===== src/rtl/edge_detector_pkg.sv =====
// Shared constants for the edge detector and its synchroniser.
// Polarity selectors, the default chain depth and the priming target helper.
package edge_detector_pkg;

    localparam int EDGE_RISE           = 0;
    localparam int EDGE_FALL           = 1;
    localparam int SYNC_STAGES_DEFAULT = 2;

    // Edges after reset release before the chain and history flop hold real samples.
    function automatic int prime_count(input int stages);
        return stages + 1;
    endfunction

endpackage


===== src/rtl/edge_detector_sync_ff.sv =====
// Metastability synchroniser: a plain flop chain with asynchronous clear.
// The last stage is the only output that downstream logic may trust.
module sync_ff #(
    parameter int SYNC_STAGES = 2
) (
    input  logic clk,
    input  logic rst,
    input  logic d,
    output logic q
);

    logic [SYNC_STAGES-1:0] chain;

    always_ff @(posedge clk or posedge rst) begin
        if (rst) begin
            chain <= '0;
        end else begin
            chain <= {chain[SYNC_STAGES-2:0], d};
        end
    end

    assign q = chain[SYNC_STAGES-1];

endmodule


===== src/rtl/edge_detector.sv =====
// Turns a level change on an asynchronous line into a one-cycle strobe.
// Output stays quiet until the synchroniser and history flop are primed after reset.
module edge_detector
    import edge_detector_pkg::*;
#(
    parameter int FALL_EDGE   = EDGE_RISE,
    parameter int SYNC_STAGES = SYNC_STAGES_DEFAULT
) (
    input  logic sys_clk,
    input  logic rst,
    input  logic sig,
    output logic edge_sig
);

    localparam int CNT_W = $clog2(SYNC_STAGES + 2);
    localparam logic [CNT_W-1:0] PRIME_CNT = CNT_W'(prime_count(SYNC_STAGES));
    localparam logic [CNT_W-1:0] PRIME_PRE = CNT_W'(prime_count(SYNC_STAGES) - 1);

    generate
        if (SYNC_STAGES < 2 || SYNC_STAGES > 4) begin : g_bad_stages
            $error("edge_detector: SYNC_STAGES must be in 2..4");
        end
    endgenerate

    logic             s;
    logic             prev;
    logic             detect;
    logic             primed;
    logic [CNT_W-1:0] prime_cnt;

    sync_ff #(
        .SYNC_STAGES(SYNC_STAGES)
    ) u_sync (
        .clk(sys_clk),
        .rst(rst),
        .d  (sig),
        .q  (s)
    );

    always_comb begin
        detect = 1'b0;
        if (FALL_EDGE == EDGE_FALL) begin
            detect = ~s & prev;
        end else begin
            detect = s & ~prev;
        end
    end

    // Saturating count of edges since reset release; primed latches high at saturation.
    always_ff @(posedge sys_clk or posedge rst) begin
        if (rst) begin
            prime_cnt <= '0;
            primed    <= 1'b0;
        end else if (prime_cnt != PRIME_CNT) begin
            prime_cnt <= prime_cnt + 1'b1;
            primed    <= (prime_cnt == PRIME_PRE);
        end
    end

    always_ff @(posedge sys_clk or posedge rst) begin
        if (rst) begin
            prev     <= 1'b0;
            edge_sig <= 1'b0;
        end else begin
            prev     <= s;
            edge_sig <= detect & primed;
        end
    end

endmodule


===== config.mk =====
export PLATFORM = sky130hd
export DESIGN_NAME = edge_detector
export DESIGN_NICKNAME = d
export VERILOG_FILES = /design/src/rtl/edge_detector_pkg.sv /design/src/rtl/edge_detector_sync_ff.sv /design/src/rtl/edge_detector.sv
export SDC_FILE = /design/constraint.sdc
export NUM_CORES = 1
export LEC_CHECK = 0
export ABC_AREA = 1
export BUFFER_PORTS_ARGS = -buffer_cell sky130_fd_sc_hd__buf_4
export CORE_AREA = 2 2 39 41
export CTS_BUF_LIST = sky130_fd_sc_hd__clkbuf_16
export DETAILED_ROUTE_END_ITERATION = 6
export DIE_AREA = 0 0 41 43
export PLACE_DENSITY = 0.39
export SLEW_MARGIN = 0
export SYNTH_ARGS = -nofsm -noshare
export SYNTH_HDL_FRONTEND = slang
export SYNTH_SLANG_ARGS = --single-unit

===== constraint.sdc =====
create_clock -name sys_clk -period 1.3 [get_ports sys_clk]
set_clock_uncertainty 0.2 [all_clocks]
set_input_delay 0 -clock sys_clk [delete_from_list [all_inputs] [get_ports sys_clk]]
set_output_delay 0 -clock sys_clk [all_outputs]
set_load 0.01 [all_outputs]

==> impl_metrics.csv, run 1 <==
group,metric,value,unit
outcome,outcome,"complete, no violations",
setup_path,crit_chain,"inv_1 > ha_1 > o21ai_0",
detailed_routing,wire_per_inst,7.936,um
pwr,swShare,0.1592,
global_route,use_met3,0.06283,
timing,finalSetupTns,0,ns
cells_and_area,antenna_cells,0,
pwr,pwr-share-seq,0.301,
floorplanning,fp-row-count,14,
setup_path,start_kind,"register",
floorplanning,fp.dieW,41,um
timing,holdWs,0.05998,ns
detailed_routing,antenna_left,0,
cells_and_area,stdcell_count,47,
placement,port_buffers,3,
floorplanning,coreArea,0.001384,mm2
timing,setup_viol,0,
global_route,grt_pass1_vias,182,
pwr,power_frac_comb,0.024,
global_route,track_usage,0.07396,
setup_path,required,1.25,ns
min_path,min_path_type,"in -> async",
setup_path,cp.arrival,1.07,ns
floorplanning,start_util,0.1808,
cells_and_area,layout_commonest_cell,"nand2_1",
cells_and_area,fin_nets,37,
cells_and_area,drive_above_1_share,0.1935,
detailed_routing,num_vias,161,
setup_path,cp-end-kind,"register",
timing,drv_slew,0,
clocking,cts_setup_buffers,0,
pwr,ir_drop,0.0007982,V
detailed_routing,drc,0,
setup_path,cp_top_family,"flip-flops",
yosys,ys.warnings.count,0,
pwr,power.leakage,0.0002096,uW
global_route,gr-max-usage-layer,"met2",
placement,gp_congestion,0.6009,
yosys,yosysSeqAreaShare,0.7000,
cells_and_area,final_cell_mix,"nand2_1, dfrtp_1, inv_1, clkbuf_16, buf_4",
timing,clock.fmax,888.2,MHz
clocking,htree_num_levels,1,
yosys,synth_cells,22,
detailed_routing,drtPass1Iterations,2,
placement,dpl_cell_area,292.8,um2
setup_path,cp_num_buf_inv,1,
clocking,cts_resized,0,
floorplanning,ioPinCount,4,
clocking,clock-sinks,7,
global_route,grt_max_degree,8,
global_route,grt_pass1_wl,745,um
clocking,cts_made_buffers,3,
pwr,power.switching,120.3,uW
timing,fin_crit,1.126,ns
placement,hpwl,266.9,um
setup_path,path_class,"reg -> reg",
global_route,overflow,0,
placement,placed_cells,41,
floorplanning,die_h,43,um
detailed_routing,via_per_inst,3.426,
global_route,use_met1,0.07285,
timing,rsz0062_at_grt,"no",
flow_run,cap_violations,0,
pwr,power.internal,635.4,uW
clocking,clock-root-buffer,"clkbuf_16",
pwr,p_per_area,1930,mW/mm2
yosys,syn-num-nets,27,
clocking,clk_latency,0.23,ns
floorplanning,dieArea,0.001763,mm2
timing,period_share,0.8661,
cells_and_area,final_util,0.2830,
yosys,netlist_area,250.2,um2
cells_and_area,syn2layout_area_growth,56.50,%
clocking,cts_tree,"built",
timing,slew-limit-headroom,0.8229,
setup_path,slowest_stage,"dfrtp_1",
yosys,avgSynthCellArea,11.37,um2
yosys,yosysUniqueCellTypes,6,
timing,hold_viol,0,
clocking,cts.path.max_buffers,2,
setup_path,worstPathMaxFanout,3,
global_route,use_met2,0.08438,
detailed_routing,first_iter_violations,1,
detailed_routing,wirelength,373,um
clocking,clkTransAtPathRegs,0.04,ns
timing,worst_pin_slew,0.2653,ns
global_route,antenna_found_initial,0,
pwr,p_clk_frac,0.675,
cells_and_area,final_area,391.6,um2
setup_path,crit_path_max_incr_delay,0.36,ns
yosys,ys_ff_latch,7,
==> sequential cells by signal, indices dropped and copies added, names as in the netlist <==
| signal | cells |
|---|---|
| u_sync.chain | 2 |
| prev | 1 |
| edge_sig | 1 |
| primed | 1 |
| prime_cnt | 2 |
==> synthesized netlist by cell type <==
| cell | count | area, um2 |
|---|---|---|
| inv_1 | 3 | 11.26 |
| ha_1 | 2 | 25.02 |
| dfrtp_1 | 7 | 175.2 |
| nand2_1 | 8 | 30.03 |
| o21ai_0 | 1 | 5.000 |
| nor2_1 | 1 | 3.750 |
==> metrics by stage <==
| stage | total power [uW] | setup slack [ns] |
|---|---|---|
| finish | 755.7 | 0.1741 |
| floorplan | 235.2 | 0.2357 |
| detailed placement | 243.8 | 0.1597 |
| CTS | 765.8 | 0.1574 |
| global route | 788.3 | 0.1086 |
| global placement | 243.3 | 0.1949 |
==> tightest hold or removal path: stages <==
cell and delay, ns:
dlygate4sd3_1 0.53, buf_4 0.13, inv_1 0.20
==> power groups by stage <==
stage	sequential (uW)	clock, uW	combinational [uW]
detailed placement	230	0	13.8
floorplan	231	0	4.69
finish	227	510	18.0
CTS	227	520	18.8
global route	228	539	21.5
global placement	230	0	13.3
==> path summary, 6_finish.rpt <==
check | startpoint | to | slack, ns | cells past startpoint
max | prime_cnt[0] | prime_cnt[1] | 0.17 | 3
min | rst | prime_cnt[1] | 0.06 | 3
max reg2reg | prime_cnt[0] | prime_cnt[1] | 0.17 | 3
min reg2reg | u_sync.chain[0] | u_sync.chain[1] | 0.15 | 0
max in group asynchronous | rst | u_sync.chain[0] | 0.63 | 3
min in group sys_clk | u_sync.chain[0] | u_sync.chain[1] | 0.15 | 0
==> routing by layer <==
metal  vias to the layer above  share of wire
li1                         83              -
met1                        72           0.40
met2                         4           0.47
met3                         2          0.091
met4                         0          0.032
met5                         -              0
==> logic make-up (layout without fill, tap and decap cells) <==
kind of cell,count (synthesis),in the layout,synth area share
flip-flops,7,7,0.7000
adder cells (fa/ha/maj),2,2,0.09998
AO/OA/AOI/OAI,1,1,0.01998
AND/OR/NAND/NOR,9,9,0.1350
buffers and inverters,3,12,0.04500
==> final cells by class <==
class / count / area [um2]
clock buffers: 3 / 75.07
clock inverters: 1 / 3.754
fillers: 146 / 992.2
inverters: 3 / 11.26
multi-input cells: 12 / 63.81
flip-flops and latches: 7 / 175.2
well taps: 16 / 20.02
repair buffers: 5 / 42.54
==> timing repair <==
action | in CTS | in global routing
hold buffers | 2 | 0
setup endpoints to repair | 0 | 0
hold endpoints to repair | 8 | 0
Power figures use the tool's default switching activity.
==> run 2, diff against run 1 <==
--- a/config.mk
+++ b/config.mk
@@ -5,7 +5,7 @@
 export SDC_FILE = /design/constraint.sdc
 export NUM_CORES = 1
 export LEC_CHECK = 0
-export ABC_AREA = 1
+export ABC_AREA = 0
 export BUFFER_PORTS_ARGS = -buffer_cell sky130_fd_sc_hd__buf_4
 export CORE_AREA = 2 2 39 41
 export CTS_BUF_LIST = sky130_fd_sc_hd__clkbuf_16
==> impl_metrics.csv, run 2 <==
group,metric,value,unit
placement,dpl_cell_area,304.0,um2
min_path,min_path_type,"in -> async",
placement,port_buffers,3,
cells_and_area,final_cell_mix,"dfrtp_1, buf_4, inv_1, clkbuf_16",
timing,hold_viol,0,
timing,layout_setup_ws,0.03960,ns
detailed_routing,antenna_left,0,
yosys,ys.warnings.count,0,
placement,hpwl,270.8,um
detailed_routing,wirelength,375,um
floorplanning,dieArea,0.001763,mm2
yosys,synth_cells,16,
global_route,use_met2,0.08125,
clocking,cts.path.max_buffers,2,
global_route,grt_pass1_vias,166,
setup_path,r2r_cells,2,
global_route,grt_max_degree,8,
setup_path,required,1.21,ns
timing,period_share,0.9695,
floorplanning,coreArea,0.001384,mm2
yosys,yosysSeqAreaShare,0.6897,
clocking,clock-sinks,7,
timing,slew-limit-headroom,0.8292,
placement,post-place-ws,0.04744,ns
timing,finalSetupTns,0,ns
cells_and_area,multi_input_area,67.56,um2
global_route,use_met1,0.06908,
floorplanning,fp.dieW,41,um
timing,fin_crit,1.260,ns
yosys,synth_ff_type,"dfrtp_1",
pwr,power.leakage,0.0002112,uW
timing,clock.fmax,793.4,MHz
setup_path,r2r_end,"primed",
outcome,outcome,"complete, no violations",
global_route,use_met3,0.06283,
detailed_routing,num_vias,136,
timing,setup_viol,0,
cells_and_area,final_area,404.1,um2
pwr,p_per_area,1892,mW/mm2
cells_and_area,antenna_cells,0,
yosys,synth.most_common_cell,"dfrtp_1",
clocking,cts_tree,"built",
floorplanning,ioPinCount,4,
clocking,cts_resized,0,
setup_path,cp.arrival,1.17,ns
setup_path,crit_path_max_incr_delay,0.40,ns
cells_and_area,drive_above_1_share,0.3462,
cells_and_area,seq_area,175.2,um2
setup_path,rrSetupSlack,0.04,ns
clocking,cts-hold-fix-buffers,2,
yosys,synth_area_leader_cell,"dfrtp_1",
clocking,cts_made_buffers,3,
timing,drv_slew,0,
cells_and_area,syn2layout_area_growth,59.11,%
yosys,yosysUniqueCellTypes,7,
timing,rsz0062_at_grt,"no",
clocking,cts_setup_buffers,0,
global_route,gr-max-usage-layer,"met2",
detailed_routing,drc,0,
yosys,ys_ff_latch,7,
detailed_routing,drtPass1Iterations,1,
setup_path,crit_chain,"ha_1 > mux2_4",
yosys,synth_top_area_share,0.6897,
flow_run,cap_violations,0,
placement,gp_congestion,0.6062,
detailed_routing,first_iter_violations,0,
yosys,synth-edff-count,0,
timing,worst_pin_slew,0.2559,ns
yosys,async_reset_ff_frac,1.000,
global_route,grt_pass1_wl,696,um
detailed_routing,via_per_inst,3.238,
setup_path,cp-end-kind,"register",
global_route,overflow,0,
floorplanning,fp-row-count,14,
yosys,avgSynthCellArea,15.87,um2
cells_and_area,largest_registers,"prime_cnt (2), u_sync.chain (2)",
pwr,ir_drop,0.0006453,V
yosys,synth.area.top_cells,"dfrtp_1, ha_1, mux2_4",
floorplanning,start_util,0.1835,
setup_path,path_class,"reg -> reg",
timing,holdWs,0.05311,ns
global_route,antenna_found_initial,0,
detailed_routing,wire_per_inst,8.929,um
yosys,synth.top_cells.by_count,"dfrtp_1, inv_1, ha_1",
setup_path,start_kind,"register",
yosys,syn-num-nets,21,
clocking,htree_num_levels,1,
clocking,clk_latency,0.23,ns
setup_path,worstReg2RegStart,"prime_cnt[0]",
setup_path,worstPathMaxFanout,3,
floorplanning,die_h,43,um
cells_and_area,layout_commonest_cell,"dfrtp_1",
clocking,clock-root-buffer,"clkbuf_16",
global_route,track_usage,0.06876,
clocking,clkTransAtPathRegs,0.04,ns
setup_path,slowest_stage,"dfrtp_1",
cells_and_area,nFillCells,142,
cells_and_area,fin_nets,32,
yosys,netlist_area,254.0,um2
## run 2: worst max-delay path: cells and delay by family, from the launching register on
family | cells | cell delay [ns]
flops | 1 | 0.40
mux | 1 | 0.30
fa+ha+maj | 1 | 0.24
## run 2: worst max path at each step
| stage | from | to | slack [ns] | cells after the start |
|---|---|---|---|---|
| finish | prime_cnt[0] | primed | 0.04 | 2 |
| global route | prime_cnt[0] | primed | 0.02 | 2 |
| CTS | prime_cnt[0] | primed | 0.04 | 2 |
| detailed placement | prime_cnt[0] | primed | 0.05 | 2 |
| global placement | prime_cnt[0] | primed | 0.06 | 2 |
| floorplan | prime_cnt[0] | primed | 0.04 | 2 |
## run 2: power by group
group          switching, uW  total [uW]  internal, uW
clock network            116         520           403
logic                   7.17        18.0          10.8
registers               1.76         227           225
total                    125         765           640
## run 2: routing by layer
| metal | wire, um | part of all wire | up-vias |
|---|---|---|---|
| met4 | 0 | 0 | 0 |
| met1 | 174 | 0.46 | 64 |
| met3 | 26 | 0.069 | 0 |
| met2 | 175 | 0.47 | 4 |
| met5 | 0 | 0 | - |
| li1 | - | - | 68 |
## run 2: final cells by class
class	count	area share
Sequential cell	7	0.4334
Timing Repair Buffer	6	0.1238
Multi-Input combinational cell	6	0.1672
Clock buffer	3	0.1858
Tap cell	16	0.04954
Inverter	3	0.02786
Clock inverter	1	0.01238
## run 2: cell families after synthesis
group,share of synthesized area
adders and majority gates,0.09851
DFF,0.6897
buffers and inverters,0.04433
muxes,0.09851
and+or+nand+nor,0.03449
xor gates and xnor gates,0.03449
## run 2: metrics by stage
| stage | util | std cells | power (uW) |
|---|---|---|---|
| finish | 0.2920 | 42 | 764.8 |
| detailed placement | 0.2197 | 36 | 243.9 |
| floorplan | - | 16 | 235.0 |
| CTS | 0.2920 | 42 | 779.0 |
| global placement | 0.2197 | 36 | 243.1 |
| global route | 0.2920 | 42 | 795.8 |
